File: config.mk
export PLATFORM = sky130hd
export DESIGN_NAME = des_round_ctrl
export DESIGN_NICKNAME = d
export VERILOG_FILES = /design/src/rtl/des_pkg.sv /design/src/rtl/des_shift_sched.sv /design/src/rtl/des_round_ctrl.sv
export SDC_FILE = /design/constraint.sdc
export NUM_CORES = 1
export LEC_CHECK = 0
export CAP_MARGIN = 20
export CELL_PAD_IN_SITES_DETAIL_PLACEMENT = 2
export CELL_PAD_IN_SITES_GLOBAL_PLACEMENT = 2
export CORE_ASPECT_RATIO = 0.5
export CORE_MARGIN = 2
export CORE_UTILIZATION = 27
export CTS_BUF_LIST = sky130_fd_sc_hd__clkbuf_4
export DETAILED_ROUTE_END_ITERATION = 8
export GPL_ROUTABILITY_DRIVEN = 0
export PLACE_DENSITY = 0.82
export SLEW_MARGIN = 20
export SYNTH_ARGS = -nofsm -noshare
export SYNTH_HDL_FRONTEND = slang
export SYNTH_SLANG_ARGS = --single-unit
File: constraint.sdc
create_clock -name clk -period 1.9 [get_ports clk]
set_input_delay 0.285 -clock clk [delete_from_list [all_inputs] [get_ports clk]]
set_output_delay 0.285 -clock clk [all_outputs]
set_load 0.01 [all_outputs]
File: src/rtl/des_pkg.sv
// rtl/des_pkg.sv - shared types and key-schedule shift tables for the DES round sequencer
package des_pkg;

    localparam int DES_ROUNDS = 16;

    typedef enum logic [1:0] {
        IDLE,
        ROUND,
        FINAL,
        DONE
    } des_ctrl_state_e;

    // Encrypt rotates left before each round; decrypt rotates right after an implicit
    // no-shift first round, so the C/D registers retrace the encrypt key order backwards.
    localparam logic [1:0] SHIFT_ENC [16] = '{
        2'd1, 2'd1, 2'd2, 2'd2, 2'd2, 2'd2, 2'd2, 2'd2,
        2'd1, 2'd2, 2'd2, 2'd2, 2'd2, 2'd2, 2'd2, 2'd1
    };

    localparam logic [1:0] SHIFT_DEC [16] = '{
        2'd0, 2'd1, 2'd2, 2'd2, 2'd2, 2'd2, 2'd2, 2'd2,
        2'd1, 2'd2, 2'd2, 2'd2, 2'd2, 2'd2, 2'd2, 2'd1
    };

endpackage

File: src/rtl/des_shift_sched.sv
// rtl/des_shift_sched.sv - per-round C/D rotate amount lookup
module des_shift_sched
    import des_pkg::*;
(
    input  logic [3:0] round,
    input  logic       mode,
    output logic [1:0] amt
);

    always_comb begin
        amt = mode ? SHIFT_DEC[round] : SHIFT_ENC[round];
    end

endmodule

File: src/rtl/des_round_ctrl.sv
// rtl/des_round_ctrl.sv - sequencer driving the shared f(R,K) datapath through all DES rounds
module des_round_ctrl
    import des_pkg::*;
#(
    parameter int NUM_ROUNDS = DES_ROUNDS,
    parameter int ROUND_LAT  = 2
) (
    input  logic       clk,
    input  logic       reset,
    input  logic       in_valid,
    output logic       in_ready,
    input  logic       in_decrypt,
    input  logic       abort,
    output logic       ld_en,
    output logic       ks_en,
    output logic       ks_dir,
    output logic [1:0] ks_amt,
    output logic       rnd_en,
    output logic [3:0] round,
    output logic       fp_en,
    output logic       busy,
    output logic       out_valid,
    input  logic       out_ready
);

    localparam int             LW        = $clog2(ROUND_LAT + 1);
    localparam logic [LW-1:0]  LAT_LAST  = LW'(ROUND_LAT - 1);
    localparam logic [3:0]     RND_LAST  = 4'(NUM_ROUNDS - 1);

    des_ctrl_state_e state;
    logic [3:0]      round_q;
    logic [LW-1:0]   lat_cnt;
    logic            mode_q;

    logic            in_round;
    logic            lat_last;
    logic            rnd_last;
    logic [1:0]      tbl_amt;

    des_shift_sched u_shift_sched (
        .round (round_q),
        .mode  (mode_q),
        .amt   (tbl_amt)
    );

    assign in_round = (state == ROUND);
    assign lat_last = (lat_cnt == LAT_LAST);
    assign rnd_last = (round_q == RND_LAST);

    always_ff @(posedge clk) begin
        if (reset) begin
            state   <= IDLE;
            round_q <= 4'd0;
            lat_cnt <= '0;
            mode_q  <= 1'b0;
        end else if (abort) begin
            state   <= IDLE;
            round_q <= 4'd0;
            lat_cnt <= '0;
        end else begin
            case (state)
                IDLE: begin
                    if (in_valid) begin
                        state   <= ROUND;
                        round_q <= 4'd0;
                        lat_cnt <= '0;
                        mode_q  <= in_decrypt;
                    end
                end
                ROUND: begin
                    if (lat_last) begin
                        lat_cnt <= '0;
                        if (rnd_last) begin
                            state <= FINAL;
                        end else begin
                            round_q <= round_q + 4'd1;
                        end
                    end else begin
                        lat_cnt <= lat_cnt + LW'(1);
                    end
                end
                FINAL: begin
                    state <= DONE;
                end
                DONE: begin
                    if (out_ready) begin
                        state   <= IDLE;
                        round_q <= 4'd0;
                    end
                end
                default: begin
                    state <= IDLE;
                end
            endcase
        end
    end

    // Datapath strobes are decoded from the registered state; abort suppresses any commit
    // in its own cycle so a cancelled block never touches L/R or the output register.
    always_comb begin
        in_ready  = (state == IDLE);
        ld_en     = (state == IDLE) && in_valid && !abort && !reset;
        ks_en     = in_round && (lat_cnt == '0);
        ks_amt    = ks_en ? tbl_amt : 2'd0;
        ks_dir    = in_round && mode_q;
        rnd_en    = in_round && lat_last && !abort;
        round     = round_q;
        fp_en     = (state == FINAL) && !abort;
        busy      = in_round || (state == FINAL);
        out_valid = (state == DONE);
    end

endmodule

# == Yosys cells after proc, flatten, opt, wreduce, memory -nomap -nowiden ==
# Memories as Yosys holds them, arrays and structs flattened.
# Index checks and enable logic that the tools add are counted.
# W data, S select, Z words.
# word_totals
out_inout_bits,14
ff_bits,9
elab_cells,60
romBits,64
n_memories,2
# classes
n_eq_ne,10
muxes,19
bitwise_logic,2
n_lt_le_gt_ge,1
n_reduce_logical,20
addsub,2
# mem_list
name,words,width,rd,rd_clocked_by_memory_dff,write_ports,line_no,text
(no name shown),16,2,1,0,0,des_shift_sched.sv:11,amt = mode ? SHIFT_DEC[round] : SHIFT_ENC[round];
(no name shown),16,2,1,0,0,des_shift_sched.sv:11,
# op_table
operator,n
$mux W2,12
$mux W4,4
$pmux W4 S3,1
$logic_and A1 B1 Y1,8
$pmux W2 S4,1
$ne A2 B1 Y1 const B,3
$ge A5 B5 Y1 const B,1
$not A4 Y5,1
$reduce_and A5 Y1,1
$add A4 B1 Y4 const B,1
$eq A2 B1 Y1 const B,2
$eq A2 B2 Y1 const B,2
$eq A4 B4 Y1 const B,1
$logic_not A2 Y1,2
$ne A2 B2 Y1 const B,2
$pmux W2 S2,1
$reduce_and A4 Y1,1
$reduce_and A3 Y1,1
$reduce_bool A3 Y1,1
$add A2 B1 Y2 const B,1
$logic_not A1 Y1,2
$reduce_and A2 Y1,1
$reduce_bool A2 Y1,1
$reduce_or A2 Y1,1
2 further kinds,2

# == Depth between registers and ports, before layout ==
# Gate-level depths: netlist (run 1).
# logic_depth
ltp_word,6
ltp_mapped,8

# == Hierarchy ==
# A second synthesis (run 1) with hierarchy kept.
# hier_totals
hier_cells,78
hier_area_um2,685.7
# by_module_without_submodules
module,n_inst,seq_area_each_um2,cells_each,area_per_inst_um2
des_round_ctrl,1,180.2,69,638.1
des_shift_sched,1,0.0,9,47.5

# == Worst setup path after synthesis (run 1) ==
# OpenSTA, ideal clock, no wires.
# synth_timing
path_kind,reg-to-reg
from,reg state[1]
to,"reg round_q[2], in the netlist round[2]"
path_slack_ns,0.357
path_stages_with_launch,9
arrival_ns,1.452
n_path_buf,2
setup_time_ns,0.091
required_time_ns,1.809
cell_sequence,dfxtp_1 -> inv_1 -> ha_1 -> buf_4 -> and3b_1 -> buf_4 -> a21boi_1 -> nor2_1 -> a311oi_1
# synth_between
elab_chain_cells,3
# synth_rtl
element,line_no,text
start: declaration,des_round_ctrl.sv:30,des_ctrl_state_e state;
start signal: assignment,des_round_ctrl.sv:52,state <= IDLE;
start signal: assignment,des_round_ctrl.sv:57,state <= IDLE;
start signal: assignment,des_round_ctrl.sv:64,state <= ROUND;
$eq A2 B1 Y1 (tied with other cells),des_round_ctrl.sv:61,case (state)
$ne A2 B2 Y1 (no source line) (tied with other cells),n/a,
$reduce_and A5 Y1 (no source line),n/a,
end signal: assignment,des_round_ctrl.sv:76,round_q <= round_q + 4'd1;
end: declaration,des_round_ctrl.sv:31,logic [3:0] round_q;
# Several ways; a longest one is shown, not always the timed one.
# A chain may end at the register's enable or synchronous reset.

# == Worst setup path after layout (run 1) ==
# layout_timing
from,reg state[0]
to,out ld_en
# layout_between
elab_chain_cells,4
# layout_rtl
element,line_no,text
$logic_not A2 Y1,des_round_ctrl.sv:102,ld_en = (state == IDLE) && in_valid && !abort && !reset;
$logic_and A1 B1 Y1 (3 in a row),des_round_ctrl.sv:102,
end: declaration,des_round_ctrl.sv:14,"output logic ld_en,"
# Every way passes these cells.

==> flow_metrics.py, run 1 <==
metrics = {
    "route": {
        "drc": 0,
        "avgRoutedWirePerCell_um": 15.21,
        "drt-pass1-iter-count": 4,
        "detail-route-antenna-nets": 0,
        "viasPerCell": 4.941,
        "drt_iter0_drc": 19,
        "num_vias": 835,
        "finalWirelength_um": 2571,
    },
    "die": {
        "chipHeight_um": 40.31,
        "ios": 20,
        "die_width_um": 76.62,
        "die_area_sq_um": 3089,
        "rows": 13,
        "initial_utilization_pct": 27.88,
        "core_sq_um": 2554,
    },
    "grt": {
        "grt_pass1_vias": 856,
        "grtUsageTotal_pct": 17.93,
        "grt-ovfl-total": 0,
        "antenna_found_initial": 0,
        "grt_pass1_wl_um": 4022,
        "grt_max_degree": 9,
    },
    "finish": {
        "num-fill-cells": 303,
        "multi_input_area_sq_um": 499.2,
        "seq_area_sq_um": 181.4,
        "n_antenna_cell": 0,
        "syn_to_final_growth_pct": 55.89,
        "nets": 148,
        "finish.utilization_pct": 43.46,
        "drive_above_1_share_pct": 25.76,
        "stdcell_count": 169,
    },
    "synth": {
        "netlist_top_cells_count": "nor2_1, dfxtp_1, ha_1",
        "synth.avg_cell_area_sq_um": 7.655,
        "syn_inst": 93,
        "synth.distinct_cells": 33,
        "ys_seq_elements": 9,
        "synth-seq-area-share_pct": 25.31,
        "syn_area_sq_um": 711.9,
        "syn-num-nets": 108,
        "yosys_warnings": 0,
        "synthArstFlopShare_pct": 0,
        "synth_area_leader_cell": "dfxtp_1",
        "synthFlopType": "dfxtp_1",
        "yosys-top-cells-area": "dfxtp_1, ha_1, nor2_1",
        "yosysTopAreaCellShare_pct": 25.31,
        "synth.most_common_cell": "nor2_1",
        "synth_edf_count": 0,
    },
    "placement": {
        "dpl.hpwl_um": 1990,
        "post-place-ws_ns": -0.06055,
        "io_buffers": 19,
        "place_inst": 163,
    },
    "power": {
        "ir_drop_v": 0.0002616,
        "leakage_uw": 0.0004907,
        "p_per_area_nw_per_um2": 435.2,
    },
    "clocking": {
        "cts_root_buffer": "clkbuf_4",
        "cts-buffers-inserted": 3,
        "postCtsHoldBufs": 0,
        "cts_sinks": 9,
        "htree_levels": 1,
        "clk_path_buf_depth": 2,
        "cts_tree": "built",
        "clk_latency_ns": 0.27,
        "path_clk_slew_ns": 0.06,
    },
    "worst_setup_path": {
        "reg2regPathDepth": 7,
        "required_ns": 1.62,
        "r2r_end": "state[1]$_SDFFE_PP0P_",
        "path_class": "reg -> out",
        "endpoint_kind": "output pin",
        "startpoint_type": "flop",
        "worst-path-max-fanout": 4,
        "r2r_start": "round[0]$_SDFFE_PP0P_",
        "worstPathArrival_ns": 1.51,
        "reg2reg_slack_ns": 0.13,
    },
    "sta": {
        "min_period_over_period_pct": 94.28,
        "worst_pin_slew_ns": 0.4424,
        "fin_tns_setup_ns": 0,
        "slew_violations": 0,
        "post-route-min-period_ns": 1.791,
        "fmax_mhz": 558.3,
        "fin_skew_ns": 0.002895,
        "setup_viol": 0,
        "slew_headroom_pct": 70.20,
        "fin_ws_ns": 0.1087,
        "rsz0062_at_grt": "no",
        "finalHoldViolations": 0,
    },
    "hold_path": {
        "hold_path_depth": 2,
        "hp-class": "reg -> reg",
        "holdCritStartpoint": "lat_cnt[1]$_SDFFE_PP0P_",
        "hold-path-endpoint": "lat_cnt[1]$_SDFFE_PP0P_",
    },
    "job": {
        "cap_viol_max_count": 0,
    },
    "outcome": {
        "status": "finished, final reports clean",
    },
}
## cell families (layout without fill, tap and decap cells)
logic type | after synthesis | after routing | share of synthesized area [%]
AO/OA/AOI/OAI | 26 | 26 | 23.73
adder cells (fa/ha/maj) | 9 | 9 | 15.82
buffers and inverters | 11 | 50 | 7.029
flip-flops | 9 | 9 | 25.31
AND/OR/NAND/NOR | 38 | 38 | 28.12
## report_power, final
part | total [uW] | internal (uW) | switching [uW]
sequential | 196 | 192 | 3.13
clock | 166 | 95.5 | 70.6
combinational | 121 | 61.4 | 59.8
## how the worst max path moves through the flow
stage	from	end	slack, ns	cells after the start
floorplan	state[1]$_SDFFE_PP0P_	round[2]$_SDFFE_PP0P_	0.36	8
global placement	abort	ld_en	-0.02	4
detailed placement	abort	ld_en	-0.06	4
CTS	state[1]$_SDFFE_PP0P_	ks_amt[0]	0.002	7
global route	state[1]$_SDFFE_PP0P_	ks_amt[0]	0.002	7
finish	state[0]$_SDFFE_PP0P_	ld_en	0.11	6
## timing repair
action	in CTS	in global routing
endpoints found under the setup margin	8	3
setup buffers	1	1
hold endpoints to repair	0	0
pin swaps	0	0
gates resized for setup	17	4
## per-layer routing
layer  vias to the layer above  track usage (%)  part of all wire, %
li1                        404                -                    -
met1                       413            20.16                   46
met2                        13            35.62                   50
met3                         5            4.730                  2.6
met5                         -                0                    0
met4                         0            5.455                  1.1
## stage by stage
stage | power (uW) | hold slack [ns] | instance area, sq um
2_1_floorplan | 251.1 | 0.3541 | 711.9
4_1_cts | 489.5 | 0.5022 | 1110
3_3_place_gp | 312.5 | 0.4422 | 1060
6_report | 482.9 | 0.4883 | 1110
3_5_place_dp | 315.9 | 0.4523 | 1060
5_1_grt | 514.3 | 0.5193 | 1110
## cell usage in the layout (no fill, tap or decap), drive strengths merged, types with 4 or more instances in the layout
cell	n
inv	7
clkbuf	5
o21ai	6
dfxtp	9
a31oi	4
buf	21
nor2	12
ha	9
clkdlybuf4s50	10
nand2b	5
a21oi	5
dlygate4sd2	5
nand2	7
nand3	5
## registers in the layout, indices dropped and copies added (netlist names)
name and count:
round 4, state 2, lat_cnt 2, mode_q 1
## final cells by class
cell class                 instances  share of cell area (%)
multi-input combinational         73                   44.98
timing repair buffer              39                   29.43
clock buffer                       4                   2.706
tap                               37                   4.171
sequential                         9                   16.35
inverter                           7                   2.368
## worst max-delay path: stages, from the launching register on
cell	delay [ns]
dfxtp_2	0.33
buf_4	0.14
inv_1	0.08
ha_2	0.21
nand2_1	0.09
nor2_1	0.10
dlygate4sd2_1	0.28
Note: power is estimated with default switching activity, not from simulation.
==> run 2: changes to the inputs <==
--- a/config.mk
+++ b/config.mk
@@ -8,7 +8,7 @@
 export CAP_MARGIN = 20
 export CELL_PAD_IN_SITES_DETAIL_PLACEMENT = 2
 export CELL_PAD_IN_SITES_GLOBAL_PLACEMENT = 2
-export CORE_ASPECT_RATIO = 0.5
+export CORE_ASPECT_RATIO = 1.25
 export CORE_MARGIN = 2
 export CORE_UTILIZATION = 27
 export CTS_BUF_LIST = sky130_fd_sc_hd__clkbuf_4
==> flow_metrics.py, run 2 (synthesis gave the netlist of run 1 again) <==
metrics = {
    "hold_path": {
        "hp-class": "reg -> reg",
    },
    "route": {
        "detail-route-antenna-nets": 0,
        "viasPerCell": 5.118,
        "drt_iter0_drc": 8,
        "drt-pass1-iter-count": 4,
        "num_vias": 824,
        "drc": 0,
        "avgRoutedWirePerCell_um": 15.25,
        "finalWirelength_um": 2456,
    },
    "worst_setup_path": {
        "path_depth": 6,
        "r2r_start": "round[1]$_SDFFE_PP0P_",
        "required_ns": 1.62,
        "crit_end": "ks_en",
        "worst-path-max-fanout": 4,
        "path_class": "reg -> out",
        "reg2reg_slack_ns": 0.15,
        "critPathLaunch": "state[1]$_SDFFE_PP0P_",
        "r2r_end": "state[1]$_SDFFE_PP0P_",
        "critPathTopFamily": "buffers and inverters",
        "startpoint_type": "flop",
        "crit_slowest_cell": "dfxtp_2",
        "slowest_delay_ns": 0.35,
        "worstPathArrival_ns": 1.50,
        "endpoint_kind": "output pin",
        "cp_cell_sequence": "inv_2 > ha_4 > nor2b_2 > nand2b_1 > inv_1 > dlygate4sd2_1",
        "reg2regPathDepth": 7,
        "path_buf_inv": 3,
    },
    "grt": {
        "grt_max_degree": 9,
        "antenna_found_initial": 0,
        "grtUsageTotal_pct": 18.41,
        "grt_pass1_vias": 910,
        "grt_pass1_wl_um": 4167,
        "grt-ovfl-total": 0,
    },
    "die": {
        "die_area_sq_um": 3066,
        "chipHeight_um": 61.41,
        "core_sq_um": 2477,
        "die_width_um": 49.93,
        "ios": 20,
        "initial_utilization_pct": 28.74,
        "rows": 20,
    },
    "power": {
        "power_frac_comb_pct": 23.7,
        "switching_power_uw": 140.5,
        "p_per_area_nw_per_um2": 449.6,
        "switching_share_pct": 29.07,
        "p_total_uw": 483.3,
        "leakage_uw": 0.0004708,
        "seq_power_share_pct": 40.5,
        "clkPwrFrac_pct": 35.8,
        "ir_drop_v": 0.0002439,
        "intPower_uw": 342.8,
    },
    "clocking": {
        "postCtsHoldBufs": 0,
        "clk_latency_ns": 0.27,
        "path_clk_slew_ns": 0.07,
        "cts_tree": "built",
        "cts_root_buffer": "clkbuf_4",
        "cts_setup_buffers": 0,
        "htree_levels": 1,
        "clk_path_buf_depth": 2,
        "cts_sinks": 9,
        "cts-buffers-inserted": 3,
    },
    "placement": {
        "post-place-ws_ns": -0.1034,
        "placed_area_sq_um": 1040,
        "io_buffers": 19,
        "dpl.hpwl_um": 1981,
    },
    "finish": {
        "final_cell_area_sq_um": 1075,
        "nets": 144,
        "final_cell_mix": "buf_4, nor2_1, clkdlybuf4s50_1",
        "largest_reg_flops": 4,
        "syn_to_final_growth_pct": 50.97,
        "n_antenna_cell": 0,
        "drive_above_1_share_pct": 25.00,
        "final_common_cell": "buf_4",
    },
    "outcome": {
        "status": "finished, final reports clean",
    },
    "sta": {
        "fmax_mhz": 559.0,
        "slew_violations": 0,
        "fin_skew_ns": 0.003420,
        "rsz0062_at_grt": "no",
        "whs_ns": 0.4673,
        "worst_pin_slew_ns": 0.3678,
        "post-route-min-period_ns": 1.789,
        "fin_ws_ns": 0.1111,
        "setup_viol": 0,
        "finalHoldViolations": 0,
        "slew_headroom_pct": 75.39,
        "min_period_over_period_pct": 94.15,
    },
    "job": {
        "cap_viol_max_count": 0,
    },
}
run 2: changes by cell type in the layout (fill, tap and decap cells not counted), sizes merged:
| cell | previous run | this run |
|---|---|---|
| clkdlybuf4s15 | 1 | 0 |
| dlymetal6s2s | 1 | 0 |
| clkbuf | 5 | 6 |
| buf | 21 | 16 |
| dlygate4sd2 | 5 | 7 |
run 2: final cells by class:
class | instances | area (sq um)
Fill cell | 283 | 1403
Multi-Input combinational cell | 73 | 503.0
Timing Repair Buffer | 35 | 291.5
Sequential cell | 9 | 182.7
Tap cell | 33 | 41.29
Clock buffer | 4 | 30.03
Inverter | 7 | 26.28
run 2: worst register-to-register path: cells and delay by family (launching register included):
family / cells / cell delay (ns)
and+or+nand+nor: 1 / 0.10
adders and majority gates: 1 / 0.24
buffers and inverters: 2 / 0.32
DFF: 1 / 0.32
AOI/OAI and AO/OA: 3 / 0.64
run 2: per-stage QoR:
stage               setup TNS (ns)  util [%]  cells
floorplan                        0         -     93
CTS                              0     43.54    161
global route                     0     43.38    161
global placement          -0.01817     41.97    157
detailed placement         -0.2301     41.97    157
finish                           0     43.38    161
run 2: repair_timing:
action	4_1_cts	5_1_grt
endpoints found under the setup margin	9	4
gates resized for setup	15	7
cloned	0	0
endpoints found under the hold margin	0	0
run 2: per-layer routing:
| metal | up-vias | routed length, um | track usage (%) |
|---|---|---|---|
| met1 | 397 | 984 | 18.40 |
| met3 | 7 | 66 | 2.913 |
| met2 | 19 | 1338 | 36.76 |
| li1 | 401 | - | - |
| met5 | - | 0 | 0 |
| met4 | 0 | 65 | 9.921 |
run 2: power groups by stage:
stage	Combinational, uW	Sequential [uW]	Clock (uW)
6_report	114	196	173
2_1_floorplan	52.2	199	0
3_5_place_dp	116	199	0
3_3_place_gp	110	199	0
4_1_cts	115	196	177
5_1_grt	125	196	187
run 2: worst min path at each step:
stage                            start                 endpoint  slack [ns]  cells after the start
6_report       lat_cnt[1]$_SDFFE_PP0P_  lat_cnt[1]$_SDFFE_PP0P_        0.47                      2
5_1_grt        lat_cnt[1]$_SDFFE_PP0P_  lat_cnt[1]$_SDFFE_PP0P_        0.49                      2
4_1_cts        lat_cnt[1]$_SDFFE_PP0P_  lat_cnt[1]$_SDFFE_PP0P_        0.48                      2
3_5_place_dp   lat_cnt[1]$_SDFFE_PP0P_  lat_cnt[1]$_SDFFE_PP0P_        0.46                      2
3_3_place_gp   lat_cnt[1]$_SDFFE_PP0P_  lat_cnt[1]$_SDFFE_PP0P_        0.45                      2
2_1_floorplan                    reset      mode_q$_SDFFE_PP0P_        0.35                      1
==> run 3: changes to the inputs <==
--- a/config.mk
+++ b/config.mk
@@ -15,6 +15,7 @@
 export DETAILED_ROUTE_END_ITERATION = 8
 export GPL_ROUTABILITY_DRIVEN = 0
 export PLACE_DENSITY = 0.82
+export REMOVE_ABC_BUFFERS = 1
 export SLEW_MARGIN = 20
 export SYNTH_ARGS = -nofsm -noshare
 export SYNTH_HDL_FRONTEND = slang
==> flow_metrics.py, run 3 (synthesis gave the netlist of run 1 again) <==
metrics = {
    "clocking": {
        "cts-buffers-inserted": 3,
        "clk_path_buf_depth": 2,
        "path_clk_slew_ns": 0.07,
        "clk_latency_ns": 0.27,
        "cts_sinks": 9,
        "cts_tree": "built",
        "htree_levels": 1,
        "cts_root_buffer": "clkbuf_4",
        "postCtsHoldBufs": 0,
    },
    "worst_setup_path": {
        "worst-path-max-fanout": 3,
        "r2r_end": "round[0]$_SDFFE_PP0P_",
        "path_class": "reg -> out",
        "endpoint_kind": "output pin",
        "slowest_delay_ns": 0.34,
        "path_buf_inv": 3,
        "required_ns": 1.62,
        "reg2reg_slack_ns": 0.15,
        "startpoint_type": "flop",
        "worstPathArrival_ns": 1.55,
        "crit_slowest_cell": "dfxtp_1",
        "critPathLaunch": "state[0]$_SDFFE_PP0P_",
        "r2r_start": "state[0]$_SDFFE_PP0P_",
        "critPathTopFamily": "buffers and inverters",
        "cp_cell_sequence": "buf_4 > inv_1 > ha_4 > nand2_1 > nor2_1 > dlygate4sd2_1",
        "path_depth": 6,
        "reg2regPathDepth": 7,
        "crit_end": "ld_en",
    },
    "sta": {
        "fin_tns_setup_ns": 0,
        "fin_skew_ns": 0.002540,
        "worst_pin_slew_ns": 0.4439,
        "slew_violations": 0,
        "fmax_mhz": 545.7,
        "rsz0062_at_grt": "no",
        "finalHoldViolations": 0,
        "setup_viol": 0,
        "slew_headroom_pct": 70.09,
        "fin_ws_ns": 0.06758,
        "post-route-min-period_ns": 1.832,
        "whs_ns": 0.5017,
        "min_period_over_period_pct": 96.44,
    },
    "power": {
        "p_per_area_nw_per_um2": 449.4,
        "leakage_uw": 0.0004706,
        "ir_drop_v": 0.0002642,
    },
    "finish": {
        "stdcell_count": 161,
        "drive_above_1_share_pct": 23.44,
        "num-fill-cells": 286,
        "final_cell_mix": "buf_4, nor2_1, clkdlybuf4s50_1",
        "syn_to_final_growth_pct": 52.37,
        "final_common_cell": "buf_4",
        "largest_reg_flops": 4,
        "n_antenna_cell": 0,
        "nets": 144,
        "multi_input_area_sq_um": 513.0,
        "seq_area_sq_um": 181.4,
    },
    "grt": {
        "grt_pass1_vias": 895,
        "grt_max_degree": 9,
        "grt-ovfl-total": 0,
        "grtUsageTotal_pct": 19.43,
        "grt_pass1_wl_um": 4353,
        "antenna_found_initial": 0,
    },
    "die": {
        "ios": 20,
        "die_width_um": 49.93,
        "core_sq_um": 2477,
        "initial_utilization_pct": 28.74,
        "rows": 20,
        "die_area_sq_um": 3066,
        "chipHeight_um": 61.41,
    },
    "route": {
        "drc": 0,
        "num_vias": 805,
        "viasPerCell": 5.000,
        "detail-route-antenna-nets": 0,
        "finalWirelength_um": 2697,
        "drt_iter0_drc": 14,
        "drt-pass1-iter-count": 4,
        "avgRoutedWirePerCell_um": 16.75,
    },
    "placement": {
        "post-place-ws_ns": -0.1021,
        "io_buffers": 19,
        "place_inst": 157,
        "dpl.hpwl_um": 2040,
    },
    "job": {
        "cap_viol_max_count": 0,
    },
    "outcome": {
        "status": "finished, final reports clean",
    },
    "hold_path": {
        "hp-class": "reg -> reg",
        "holdCritStartpoint": "lat_cnt[1]$_SDFFE_PP0P_",
        "hold_path_depth": 2,
    },
}
[run 3: worst min path at each step]
| stage | end | slack, ns |
|---|---|---|
| after global routing | lat_cnt[1]$_SDFFE_PP0P_ | 0.54 |
| after CTS | lat_cnt[1]$_SDFFE_PP0P_ | 0.49 |
| final | lat_cnt[1]$_SDFFE_PP0P_ | 0.50 |
| after global placement | lat_cnt[1]$_SDFFE_PP0P_ | 0.44 |
| after floorplan | mode_q$_SDFFE_PP0P_ | 0.35 |
| after detailed placement | lat_cnt[1]$_SDFFE_PP0P_ | 0.48 |
[run 3: area by class of cell]
type / instances / area share (%)
clock buffers: 4 / 2.768
repair buffers: 35 / 26.99
flip-flops and latches: 9 / 16.72
inverters: 7 / 2.422
multi-input cells: 73 / 47.29
well taps: 33 / 3.806
[run 3: what timing repair did]
action                     CTS  global route
gates resized for setup     14             7
setup buffers                0             0
setup endpoints to repair    9             5
[run 3: routing by layer]
| layer | GRT usage, % | up-vias | wire (um) |
|---|---|---|---|
| met5 | 0 | - | 0 |
| met4 | 7.143 | 0 | 27 |
| met3 | 2.913 | 5 | 55 |
| met2 | 38.86 | 20 | 1524 |
| met1 | 20.71 | 384 | 1088 |
| li1 | - | 396 | - |
[run 3: power by group]
group,switching [uW],internal (uW)
Clock,78.0,95.6
Combinational,61.3,57.0
Sequential,3.64,192
[run 3: tightest hold or removal path, delay by kind of cell (launching register included)]
kind	cells	cell delay (ns)
compound gates	1	0.04
simple gates	1	0.08
flops	1	0.34
[run 3: stage by stage]
stage	total power, uW	util, %	cell area (sq um)
2_1_floorplan	249.1	-	688.2
3_3_place_gp	307.9	41.97	1040
3_5_place_dp	314.0	41.97	1040
4_1_cts	484.5	43.48	1077
5_1_grt	513.8	43.79	1085
6_report	487.5	43.79	1085
